**src/rtl/cpu_pkg.sv**
```systemverilog
// Shared CPU definitions used by the multiply/divide sequencer: operation
// and state encodings plus the default operand width.
package cpu_pkg;

  localparam int MULDIV_WIDTH = 32;

  typedef enum logic [1:0] {
    MD_MULT  = 2'd0,
    MD_MULTU = 2'd1,
    MD_DIV   = 2'd2,
    MD_DIVU  = 2'd3
  } muldiv_op_t;

  typedef enum logic [1:0] {
    ST_IDLE = 2'd0,
    ST_MUL  = 2'd1,
    ST_DIV  = 2'd2,
    ST_FIX  = 2'd3
  } muldiv_state_t;

endpackage

```
**src/rtl/muldiv_datapath.sv**
```systemverilog
// Iterative multiply/divide datapath: one shift-add multiply step and one
// restoring-divide step per enabled cycle on unsigned (magnitude) operands.
// MULDIV_EARLY_OUT_EN adds a multiplier-exhausted flag for early MUL exit.
module muldiv_datapath
  import cpu_pkg::*;
#(
  parameter int WIDTH = MULDIV_WIDTH
) (
  input  logic               clk,
  input  logic               load,
  input  logic               step,
  input  logic [WIDTH-1:0]   a_in,
  input  logic [WIDTH-1:0]   b_in,
  output logic [2*WIDTH-1:0] prod,
  output logic [WIDTH-1:0]   quot,
  output logic [WIDTH-1:0]   rem
`ifdef MULDIV_EARLY_OUT_EN
  ,
  output logic               mplier_zero
`endif
);

  logic [2*WIDTH-1:0] mcand;
  logic [WIDTH-1:0]   mplier;
  logic [WIDTH-1:0]   dvsr;
  logic [WIDTH:0]     shifted;
  logic [WIDTH-1:0]   diff;
  logic               fits;

  // The partial remainder never exceeds the divisor, so a successful
  // subtraction always fits back into WIDTH bits.
  assign shifted = {rem, quot[WIDTH-1]};
  assign fits    = (shifted >= {1'b0, dvsr});
  assign diff    = shifted[WIDTH-1:0] - dvsr;

`ifdef MULDIV_EARLY_OUT_EN
  assign mplier_zero = (mplier == '0);
`endif

  // Operand load on start, then one multiply and one divide step per cycle;
  // the controller picks whichever result matches the running operation.
  always_ff @(posedge clk) begin
    if (load) begin
      prod   <= '0;
      mcand  <= {{WIDTH{1'b0}}, a_in};
      mplier <= b_in;
      rem    <= '0;
      quot   <= a_in;
      dvsr   <= b_in;
    end else if (step) begin
      if (mplier[0]) prod <= prod + mcand;
      mcand  <= mcand << 1;
      mplier <= mplier >> 1;
      rem    <= fits ? diff : shifted[WIDTH-1:0];
      quot   <= {quot[WIDTH-2:0], fits};
    end
  end

endmodule

```
**src/rtl/muldiv_ctrl.sv**
```systemverilog
// Sequencer for the shared iterative multiply/divide unit. Owns the HI/LO
// pair, the iteration counter and the stall request to the hazard unit.
// MULDIV_EARLY_OUT_EN: MUL finishes as soon as the multiplier is exhausted.
module muldiv_ctrl
  import cpu_pkg::*;
#(
  parameter int WIDTH = MULDIV_WIDTH
) (
  input  logic             clk,
  input  logic             rst_n,
  input  logic             start_e,
  input  logic [1:0]       op_e,
  input  logic [WIDTH-1:0] src_a_e,
  input  logic [WIDTH-1:0] src_b_e,
  input  logic             hilo_use_d,
  input  logic             hi_we_w,
  input  logic             lo_we_w,
  input  logic [WIDTH-1:0] wdata_w,
  output logic [WIDTH-1:0] hi,
  output logic [WIDTH-1:0] lo,
  output logic             busy,
  output logic             stall_req,
  output logic             div_zero
);

  localparam int CW = $clog2(WIDTH + 1);

  muldiv_state_t      state, state_next;
  muldiv_op_t         op;
  logic               go, step, fix, mul_last, is_signed, is_div_op;
  logic [CW-1:0]      cnt;
  logic [WIDTH-1:0]   a_abs, b_abs, a_raw;
  logic               sign_q, sign_r, b_zero, is_div_q;
  logic [2*WIDTH-1:0] prod, prod_fix;
  logic [WIDTH-1:0]   quot, rem, q_fix, r_fix;

  assign op        = muldiv_op_t'(op_e);
  assign is_signed = (op == MD_MULT) || (op == MD_DIV);
  assign is_div_op = (op == MD_DIV) || (op == MD_DIVU);
  assign a_abs     = (is_signed && src_a_e[WIDTH-1]) ? -src_a_e : src_a_e;
  assign b_abs     = (is_signed && src_b_e[WIDTH-1]) ? -src_b_e : src_b_e;

`ifdef MULDIV_EARLY_OUT_EN
  logic mplier_zero;
  assign mul_last = (cnt == CW'(1)) || mplier_zero;
`else
  assign mul_last = (cnt == CW'(1));
`endif

  muldiv_datapath #(.WIDTH(WIDTH)) u_datapath (
    .clk         (clk),
    .load        (go),
    .step        (step),
    .a_in        (a_abs),
    .b_in        (b_abs),
    .prod        (prod),
    .quot        (quot),
    .rem         (rem)
`ifdef MULDIV_EARLY_OUT_EN
    ,
    .mplier_zero (mplier_zero)
`endif
  );

  assign busy      = (state != ST_IDLE);
  assign stall_req = hilo_use_d & (busy | go);

  // State register.
  always_ff @(posedge clk or negedge rst_n) begin
    if (!rst_n) state <= ST_IDLE;
    else        state <= state_next;
  end

  // Next-state and per-state strobes.
  always_comb begin
    state_next = state;
    go         = 1'b0;
    step       = 1'b0;
    fix        = 1'b0;
    case (state)
      ST_IDLE: begin
        go = start_e;
        if (start_e) state_next = is_div_op ? ST_DIV : ST_MUL;
      end
      ST_MUL: begin
        step = 1'b1;
        if (mul_last) state_next = ST_FIX;
      end
      ST_DIV: begin
        step = 1'b1;
        if (cnt == CW'(1)) state_next = ST_FIX;
      end
      ST_FIX: begin
        fix        = 1'b1;
        state_next = ST_IDLE;
      end
      default: state_next = ST_IDLE;
    endcase
  end

  // Iteration counter: loaded with WIDTH on start, counts down per step.
  always_ff @(posedge clk or negedge rst_n) begin
    if (!rst_n)    cnt <= '0;
    else if (go)   cnt <= CW'(WIDTH);
    else if (step) cnt <= cnt - CW'(1);
    else if (fix)  cnt <= '0;
  end

  // Capture what the final sign fix-up and divide-by-zero result need.
  always_ff @(posedge clk) begin
    if (go) begin
      a_raw    <= src_a_e;
      b_zero   <= (src_b_e == '0);
      is_div_q <= is_div_op;
      sign_q   <= is_signed & (src_a_e[WIDTH-1] ^ src_b_e[WIDTH-1]);
      sign_r   <= is_signed & src_a_e[WIDTH-1];
    end
  end

  // MIN / -1 needs no special case: |MIN| is 2^(WIDTH-1), and negating it
  // in WIDTH bits yields MIN again with a zero remainder.
  assign prod_fix = sign_q ? -prod : prod;
  assign q_fix    = sign_q ? -quot : quot;
  assign r_fix    = sign_r ? -rem  : rem;

  // Architectural HI/LO and the sticky divide-by-zero flag.
  always_ff @(posedge clk or negedge rst_n) begin
    if (!rst_n) begin
      hi       <= '0;
      lo       <= '0;
      div_zero <= 1'b0;
    end else begin
      if (go) div_zero <= 1'b0;
      if (fix) begin
        if (!is_div_q) begin
          {hi, lo} <= prod_fix;
        end else if (b_zero) begin
          lo       <= '1;
          hi       <= a_raw;
          div_zero <= 1'b1;
        end else begin
          lo <= q_fix;
          hi <= r_fix;
        end
      end else if (state == ST_IDLE) begin
        if (hi_we_w) hi <= wdata_w;
        if (lo_we_w) lo <= wdata_w;
      end
    end
  end

endmodule

```
**config.mk**
```make
export PLATFORM = sky130hd
export DESIGN_NAME = muldiv_ctrl
export DESIGN_NICKNAME = d
export VERILOG_FILES = /design/src/rtl/cpu_pkg.sv /design/src/rtl/muldiv_datapath.sv /design/src/rtl/muldiv_ctrl.sv
export SDC_FILE = /design/constraint.sdc
export NUM_CORES = 1
export LEC_CHECK = 0
export CORE_MARGIN = 8
export CORE_UTILIZATION = 50
export DETAILED_ROUTE_END_ITERATION = 12
export DONT_BUFFER_PORTS = 1
export HOLD_SLACK_MARGIN = 0.12
export SLEW_MARGIN = 15
export SYNTH_ARGS = -nofsm -noshare
export SYNTH_HDL_FRONTEND = slang
export SYNTH_SLANG_ARGS = --single-unit
```
**constraint.sdc**
```tcl
create_clock -name clk -period 8.3 [get_ports clk]
set_clock_uncertainty 0.05 [all_clocks]
set_input_delay 0.83 -clock clk [delete_from_list [all_inputs] [get_ports clk]]
set_output_delay 0.83 -clock clk [all_outputs]
set_load 0.005 [all_outputs]
```
==> run metrics, run 1 <==
outcome completed; Detailed Route Iter0 Violations 2062; vias in the first global route 20020; min-delay src src_a_e[22]; Synth area leaders edfxtp_1, dfxtp_1, dfrtp_1, nand2_1, ha_1; reg2reg path depth 13; Worst Path Arrival 5030 ps; TritonCTS buffer count 43; Post-DP Area 24470 um2; synthesized cell area 24080 um2; CP peak stage delay 640 ps; total number of vias 21530; RSZ-0062 raised after global routing no; Switching Fraction 0.4696; CP cell instances ha_1 > inv_1 > fa_1 > nand2b_1 > a21oi_1 > o2111ai_1 > o21ai_0 > a21oi_1 > o31ai_1 > a41oi_1 > o41ai_1 > xor2_1 > a22o_1; Slowest cell on crit path o31ai_1; post-route ant nets 0; gr usage total 0.2928; Layout area overhead 7.629%; Final Setup Violations 0; post-detail-place hpwl 64.55 mm; Clock Latency Late Sink 590 ps; GRT overflow 0; Hold Path Class input pin to flop; syn nets 3034; Critical R2R Launch u_datapath.prod[0]$_SDFFE_PP0P_; drc violations 0; Clock Path Buffers 3; initial core utilization 0.5054; Final Hold Violating Endpoints 0; Design Area, Final 25910 um2; fin crit period 4601 ps; clk slew on worst S/H paths 60 ps; Yosys cell types 71; max_cap viols 0; Post CTS Setup Buffer Count 0; drt wl/cell 24.89 um; Req. time, crit path 8730 ps; GP Congestion 0.9593; sequential share of power 0.325; placed cells 3306; combinational fraction of design power 0.509; peak supply drop 0.3807 mV; first-pass GRT wire length 125.8 mm; crit path kind flop to flop; fin. max-slew vios 0; FF+latch area 9314 um2; Setup crit start kind flop; Seq/Total Area, Yosys 0.3868; Post-Syn Area per Cell 8.526 um2; IO Port Bufs 0; multi-input logic area 13860 um2; 1st-pass router iterations 6; Final nets 2948; Int Pwr 5.995 mW; most frequent cell on the critical path a21oi_1; Achievable Freq 217.4 MHz; Hold Crit Depth 0; largest net degree at the start of global routing 104; pwr dens 436.2 nW/um2; CTS Sinks 365; Fillers 4449; Clk pwr share 0.166; area leader, netlist edfxtp_1; Max FO, Critical Path 5; post-synthesis async set-or-reset flop share 0.2000; CP startpoint u_datapath.prod[0]$_SDFFE_PP0P_; # rows 80; total I/O pin count 171; core area 47650 um2; hold buffers post-CTS 2; FF+latch count, synth 365; P_sw 5.308 mW; die width 235.4 um; Synth Flop Type edfxtp_1; hold slack 279.2 ps; Crit. End Element flop; initial antenna violation count 7; Post-synth EDFFs 164; post-cts resize count 0; period utilization 0.5543; layout cells sized above 1 0.04327; H-tree levels 2; Post-Synthesis Cells 2824; setup TNS 0 ps; Worst Tran Pin Value 1019 ps; CTS tree done; number of synthesis warnings 0; Yosys top cell area share 0.2045; Die Height 235.4 um; Layout Cells excl Fill 3397; root buffer cell clkbuf_16; routed vias/inst 6.338; WL final 84.56 mm; Worst slew margin 0.3208; die area 55430 um2; Pleak 10.45 nW
-- cell usage in the layout, fill, tap and decap left out, drive strengths merged, types with 40 or more instances in the layout --
cell      n
a21o     63
a21oi   223
a31oi    47
clkbuf   63
dfrtp    73
dfxtp   128
edfxtp  164
ha      104
inv      96
mux2i    52
nand2   457
nor2    173
o21a     65
o21ai   236
o31ai    44
or3      40
xnor2   130
xor2    124
-- Yosys cell counts, types with 73 or more instances --
library cell	count
a21oi_1	223
clkbuf_1	136
dfrtp_1	73
dfxtp_1	128
edfxtp_1	164
ha_1	104
inv_1	93
nand2_1	457
nor2_1	173
o21ai_0	233
xnor2_1	130
xor2_1	124
-- final cells by class --
cell class | instances | share of cell area
Antenna cell | 9 | 0.0008691
Multi-Input combinational cell | 2211 | 0.5350
Inverter | 94 | 0.01400
Timing Repair Buffer | 23 | 0.007532
Tap cell | 615 | 0.02969
Sequential cell | 365 | 0.3594
Clock buffer | 63 | 0.04799
Clock inverter | 17 | 0.005552
-- power by group through the flow --
| stage | sequential (mW) | combinational, mW | clock [mW] |
|---|---|---|---|
| 2_1_floorplan | 3.34 | 4.28 | 0 |
| 3_3_place_gp | 3.67 | 5.59 | 0 |
| 3_5_place_dp | 3.69 | 5.66 | 0 |
| 4_1_cts | 3.66 | 5.70 | 1.90 |
| 5_1_grt | 3.75 | 6.35 | 1.96 |
| 6_report | 3.67 | 5.76 | 1.87 |
-- cells by family after synthesis --
logic type      count (synthesis)  share of synthesized area
simple gates                  934                     0.1778
compound gates                863                     0.2257
flops                         365                     0.3868
xor+xnor                      254                    0.09239
buf+inv                       248                    0.03897
fa+ha+maj                     106                    0.05571
mux                            54                    0.02255
-- per-stage QoR --
step / worst slack, ps / total power, mW / utilization
after floorplan: 4201 / 7.625 / -
after global placement: 3887 / 9.257 / 0.5135
after detailed placement: 3802 / 9.356 / 0.5135
after CTS: 3745 / 11.26 / 0.5434
after global routing: 3333 / 12.07 / 0.5436
final: 3699 / 11.30 / 0.5439
-- routing by layer --
metal	vias up	global-route usage	routed length, um
met1	10400	0.3946	35900
met3	137	0.08310	8680
met2	882	0.4435	36910
met5	-	0	11
met4	2	0.1083	3052
li1	10110	-	-
-- critical path: cells and delay by family (launching register included) --
kind | cells | cell delay, ps
and+or+nand+nor | 1 | 190
adders and majority gates | 2 | 600
DFF | 1 | 400
AOI/OAI and AO/OA | 8 | 3060
xor gates and xnor gates | 1 | 110
buffers and inverters | 1 | 70
-- path summary, 6_finish.rpt --
check | end | slack, ps
max in group asynchronous | hi[25]$_DFFE_PN0P_ | 7030
min in group asynchronous | hi[2]$_DFFE_PN0P_ | 850
hold / removal | a_raw[22]$_DFFE_PP_ | 280
setup reg to reg | u_datapath.prod[62]$_SDFFE_PP0P_ | 3700
hold reg to reg | u_datapath.mplier[2]$_DFFE_PP_ | 460
setup / recovery | u_datapath.prod[62]$_SDFFE_PP0P_ | 3700
-- state kept, by name (all words and copies together) (netlist names) --
signal and cells:
cnt 6, is_div_q 1, u_datapath.mcand 64, u_datapath.quot 32, sign_q 1, state 2
u_datapath.mplier 32, sign_r 1, u_datapath.dvsr 32, div_zero 1, hi 32, u_datapath.prod 64
lo 32, b_zero 1, u_datapath.rem 32, a_raw 32
Power figures use the tool's default switching activity.
==> run 2: changes to the inputs <==
==> constraint.sdc (replaced) <==
create_clock -name clk -period 4.8 [get_ports clk]
set_clock_uncertainty 0.05 [all_clocks]
set_input_delay 0.48 -clock clk [delete_from_list [all_inputs] [get_ports clk]]
set_output_delay 0.48 -clock clk [all_outputs]
set_load 0.005 [all_outputs]
==> run metrics, run 2 (synthesized netlist as in run 1, its figures left out) <==
outcome completed; Pleak 10.90 nW (+4.3%); first-pass GRT wire length 131.0 mm (+4.1%); initial antenna violation count 8 (+1); Worst Tran Pin Value 1242 ps (+223.0 ps); 1st-pass router iterations 6 (unchanged); post-detail-place hpwl 65.77 mm (+1.9%); combinational fraction of design power 0.514 (+0.005); final core utilization 0.5652 (+0.02127); core area 47650 um2 (unchanged); Final WS setup 508.0 ps (-3191 ps); clk slew on worst S/H paths 60 ps (about the same); Final Hold Violating Endpoints 0 (unchanged); Die Height 235.4 um (unchanged); hold path endpoint b_zero$_DFFE_PP_; Hold Crit Depth 2 (+2); setup slack, reg-to-reg 510 ps (-3190 ps); Achievable Freq 233.0 MHz (+7.2%); sequential share of power 0.316 (-0.009); H-tree levels 2 (unchanged); Worst Path Arrival 4720 ps (-310 ps); fin. max-slew vios 0 (unchanged); setup TNS 0 ps (unchanged); die width 235.4 um (unchanged); WL final 87.97 mm (+4.0%); routed vias/inst 6.292 (-0.72%); Post CTS Setup Buffer Count 0 (unchanged); Int Pwr 10.59 mW (+77%); drt wl/cell 25.19 um (+1.2%); fin crit period 4292 ps (-308.6 ps); IO Port Bufs 0 (unchanged); post-route ant nets 0 (unchanged); layout cells sized above 1 0.04493 (+0.001658); largest net degree at the start of global routing 96 (-7.7%); commonest non-fill, non-tap cell in the layout nand2_1; GP Congestion 0.9381 (-2.2%); total I/O pin count 171 (unchanged); Worst slew margin 0.1722 (-0.1487); drc violations 0 (unchanged); CTS tree done; Design Area, Final 26930 um2 (+3.9%); RSZ-0062 raised after global routing no; post-cts resize count 0 (unchanged); vias in the first global route 20600 (+2.9%); peak supply drop 0.5140 mV (+35%); Critical R2R Launch u_datapath.prod[0]$_SDFFE_PP0P_; CP startpoint u_datapath.prod[0]$_SDFFE_PP0P_; Setup crit start kind flop; max_cap viols 0 (unchanged); total number of vias 21980 (+2.1%); Req. time, crit path 5230 ps (-3500 ps); pwr dens 739.1 nW/um2 (+69%); Final Setup Violations 0 (unchanged); Crit. End Element flop; # rows 80 (unchanged); TritonCTS buffer count 44 (+2.3%); largest registers u_datapath.mcand (64), u_datapath.prod (64); Place WS 612.6 ps (-3189 ps); commonest cells after routing, fill and taps aside nand2_1, o21ai_0, a21oi_1; Clk pwr share 0.170 (+0.004); Final nets 3045 (+3.3%); Hold Path Class input pin to flop; crit path kind flop to flop; gr usage total 0.3058 (+0.01305); P_sw 9.312 mW (+75%); Detailed Route Iter0 Violations 2448 (+19%); Layout area overhead 11.84%; Fillers 4388 (-1.4%); Switching Fraction 0.4679 (-0.001733); Clock Latency Late Sink 610 ps (+20 ps); hold slack 136.1 ps (-143.1 ps); Clock Path Buffers 3 (unchanged); Max FO, Critical Path 5 (unchanged); FF-to-FF End u_datapath.prod[62]$_SDFFE_PP0P_; Post-DP Area 24570 um2 (+0.41%); die area 55430 um2 (unchanged); period utilization 0.8942 (+0.3399); GRT overflow 0 (unchanged); root buffer cell clkbuf_16; initial core utilization 0.5054 (unchanged); hold buffers post-CTS 88 (+86); CTS Sinks 365 (unchanged); reg2reg path depth 14 (+1); min-delay src src_b_e[30]
[run 2: area by class of cell]
class	instances	area, um2	share of cell area
inverter	94	362.8	0.01347
antenna	7	17.52	0.0006505
clock inverter	22	222.7	0.008271
tap	615	769.5	0.02858
sequential	365	9314	0.3459
multi-input combinational	2211	13860	0.5148
clock buffer	60	1222	0.04540
timing repair buffer	119	1156	0.04293
[run 2: stage by stage]
step           std cells  power (mW)
3_3_place_gp        3316       16.15
5_1_grt             3491       21.22
4_1_cts             3486       19.82
3_5_place_dp        3316       16.32
2_1_floorplan       2824       13.19
6_report            3493       19.90
[run 2: how the worst max path moves through the flow]
stage	to	slack [ps]
after floorplan	a_raw[0]$_DFFE_PP_	840
after global placement	u_datapath.prod[62]$_SDFFE_PP0P_	820
after detailed placement	u_datapath.prod[62]$_SDFFE_PP0P_	610
after CTS	u_datapath.prod[62]$_SDFFE_PP0P_	550
after global routing	u_datapath.prod[62]$_SDFFE_PP0P_	280
final	u_datapath.prod[62]$_SDFFE_PP0P_	510
[run 2: worst max-delay path: stages, from the launching register on]
cell and delay, ps:
dfxtp_1 400, ha_1 230, inv_1 70, fa_1 380
nand2b_1 190, a21oi_1 260, o2111ai_1 300, o21ai_0 490
a21oi_1 320, o31ai_1 320, buf_4 180, a41oi_1 150
o41ai_1 510, xor2_1 120, a22o_1 210
[run 2: power by group through the flow]
stage                     Sequential (mW)  Combinational, mW  Clock, mW
after floorplan                      5.78               7.40          0
after global placement               6.29               9.86          0
after detailed placement             6.32               10.0          0
after CTS                            6.26               10.1       3.42
after global routing                 6.42               11.3       3.53
final                                6.30               10.2       3.38
[run 2: metal layers]
layer | wire length [um] | global-route usage
met2 | 38880 | 0.4741
met4 | 3399 | 0.1170
met5 | 54 | 0
met1 | 37420 | 0.4068
met3 | 8215 | 0.07853
==> patch, RTL diff (config.mk and constraints of run 2) <==
`MULDIV_WIDTH`: 32 -> 16.
--- a/src/rtl/cpu_pkg.sv
+++ b/src/rtl/cpu_pkg.sv
@@ -4,3 +4,3 @@
 
-  localparam int MULDIV_WIDTH = 32;
+  localparam int MULDIV_WIDTH = 16;
 
Ports: changed (5 resized); port bits go from 171 to 91. The function was not compared with the original's and may differ.
==> patch against run 2 <==
  * Setup slack gained 0.79 ns
  * Synthesized area shrank 50%
  * Non-clock buffer count shrank 84
  * Core utilization shrank 1.6 points
  * Routed wire length shrank 62%
  * Sequential cell count shrank 177
  * Cell area shrank 51%
  * Clock power shrank 55%
  * Die area shrank 47%
  * Total power shrank 48%
  * First-iteration DRC count shrank 61%
  * Critical path type unchanged
  * Critical endpoint is now u_datapath.rem[12]
==> patch: results (changes against run 2) <==
[layout]
reg_top3=u_datapath.mcand: 32 flops, u_datapath.prod: 32 flops
nFillCells=2225  ; -49%
area_growth_pct=9.35
drive_gt1_share_pct=5.51  ; +1.0 points
diodes=0  ; -7

[yosys]
synth-compound-area-share_pct=21.8  ; -0.80 points
synth_edf_count=84  ; -49%
syn_avg_cell_area_sq_um=8.86  ; +3.9%
synth-adder-area-share_pct=6.14  ; +0.57 points
synthMuxAreaShare_pct=3.88  ; +1.6 points
synth_fp_nets=1475  ; -51%
synthTopCellsByArea=edfxtp_1, dfxtp_1, dfrtp_1
synth.distinct_cells=72  ; +1.4%
synth_xor_xnor_area_share_pct=7.99  ; -1.3 points
ys_top_cells_by_count=nand2_1, nor2_1, a21oi_1

[detailed_routing]
vias=10000  ; -54%
post_drt_via_cell_ratio=5.95  ; -5.5%
drtIter0Drc=956  ; -61%
wire_per_inst_um=19.9  ; -21%
first_pass_iters=5  ; -1

[sta]
worst_slew_pin_slew_ns=1.08  ; -0.160 ns
hold_slack_ns=0.156  ; +0.0204 ns

[setup_path]
slowest_delay_ns=0.59  ; +0.08 ns
r2r-start=u_datapath.quot[15]
cp_slowest_cell=a2111oi_0
r2r_cells=12  ; -2
cp_max_fo=3  ; -2
critical_path_arrival_ns=3.82  ; -0.90 ns
r2r_end=u_datapath.rem[12]

[power]
clk-power_uw=1520  ; -55%
cellLeakagePower_uw=0.00534  ; -51%
powerSeq_uw=3370  ; -47%
ir_worst_vdd_v=0.000481  ; -6.4%
p_sw_share_pct=45.7  ; -1.1 points
pg_comb_uw=5430  ; -47%

[hold_path]
hold_path_depth=1  ; -1
hp-start=op_e[0]
hold_end=sign_q

[place]
hpwl_mm=24.9  ; -62%
postPlaceCellArea_sq_um=12400  ; -50%
dp_cells=1634  ; -51%
routabilityCongestion=0.873  ; -6.9%

[clock_network]
clk_pin_slew_ns=0.08  ; +0.02 ns
ctsHoldBuffers=20  ; -77%
htreeDepth=4  ; +2
cts_made_buffers=17  ; -61%
clk_path_buf_depth=2  ; -1

[global_route]
grt_pass1_wl_mm=53.3  ; -59%
grt_pass1_vias=9429  ; -54%
grt_max_degree=77  ; -20%
antenna_found_initial=0  ; -8

[status]
status=finished, final reports clean

-- patch: metal layers --
layer / wire length, um / GRT usage [%]
met3: 3140 / 5.28
met4: 463 / 5.90
met1: 16400 / 34.7
met2: 13500 / 33.2
met5: 0 / 0
-- patch: worst max path at each step --
stage | start | endpoint | slack, ns | cells after the start
final | u_datapath.quot[15] | u_datapath.rem[12] | 1.30 | 12
after global routing | u_datapath.quot[15] | u_datapath.rem[14] | 0.95 | 12
after CTS | u_datapath.quot[15] | u_datapath.rem[12] | 1.31 | 12
after detailed placement | u_datapath.quot[15] | u_datapath.rem[12] | 1.33 | 12
after global placement | u_datapath.quot[15] | u_datapath.rem[12] | 1.38 | 12
after floorplan | u_datapath.quot[15] | u_datapath.rem[12] | 1.72 | 12
-- patch: area by class of cell --
cell class	count	share of cell area [%]
Multi-Input combinational cell	1055	51.8
Sequential cell	188	36.4
Clock buffer	17	3.23
Tap cell	324	3.07
Timing Repair Buffer	35	2.45
Clock inverter	15	1.53
Inverter	52	1.50
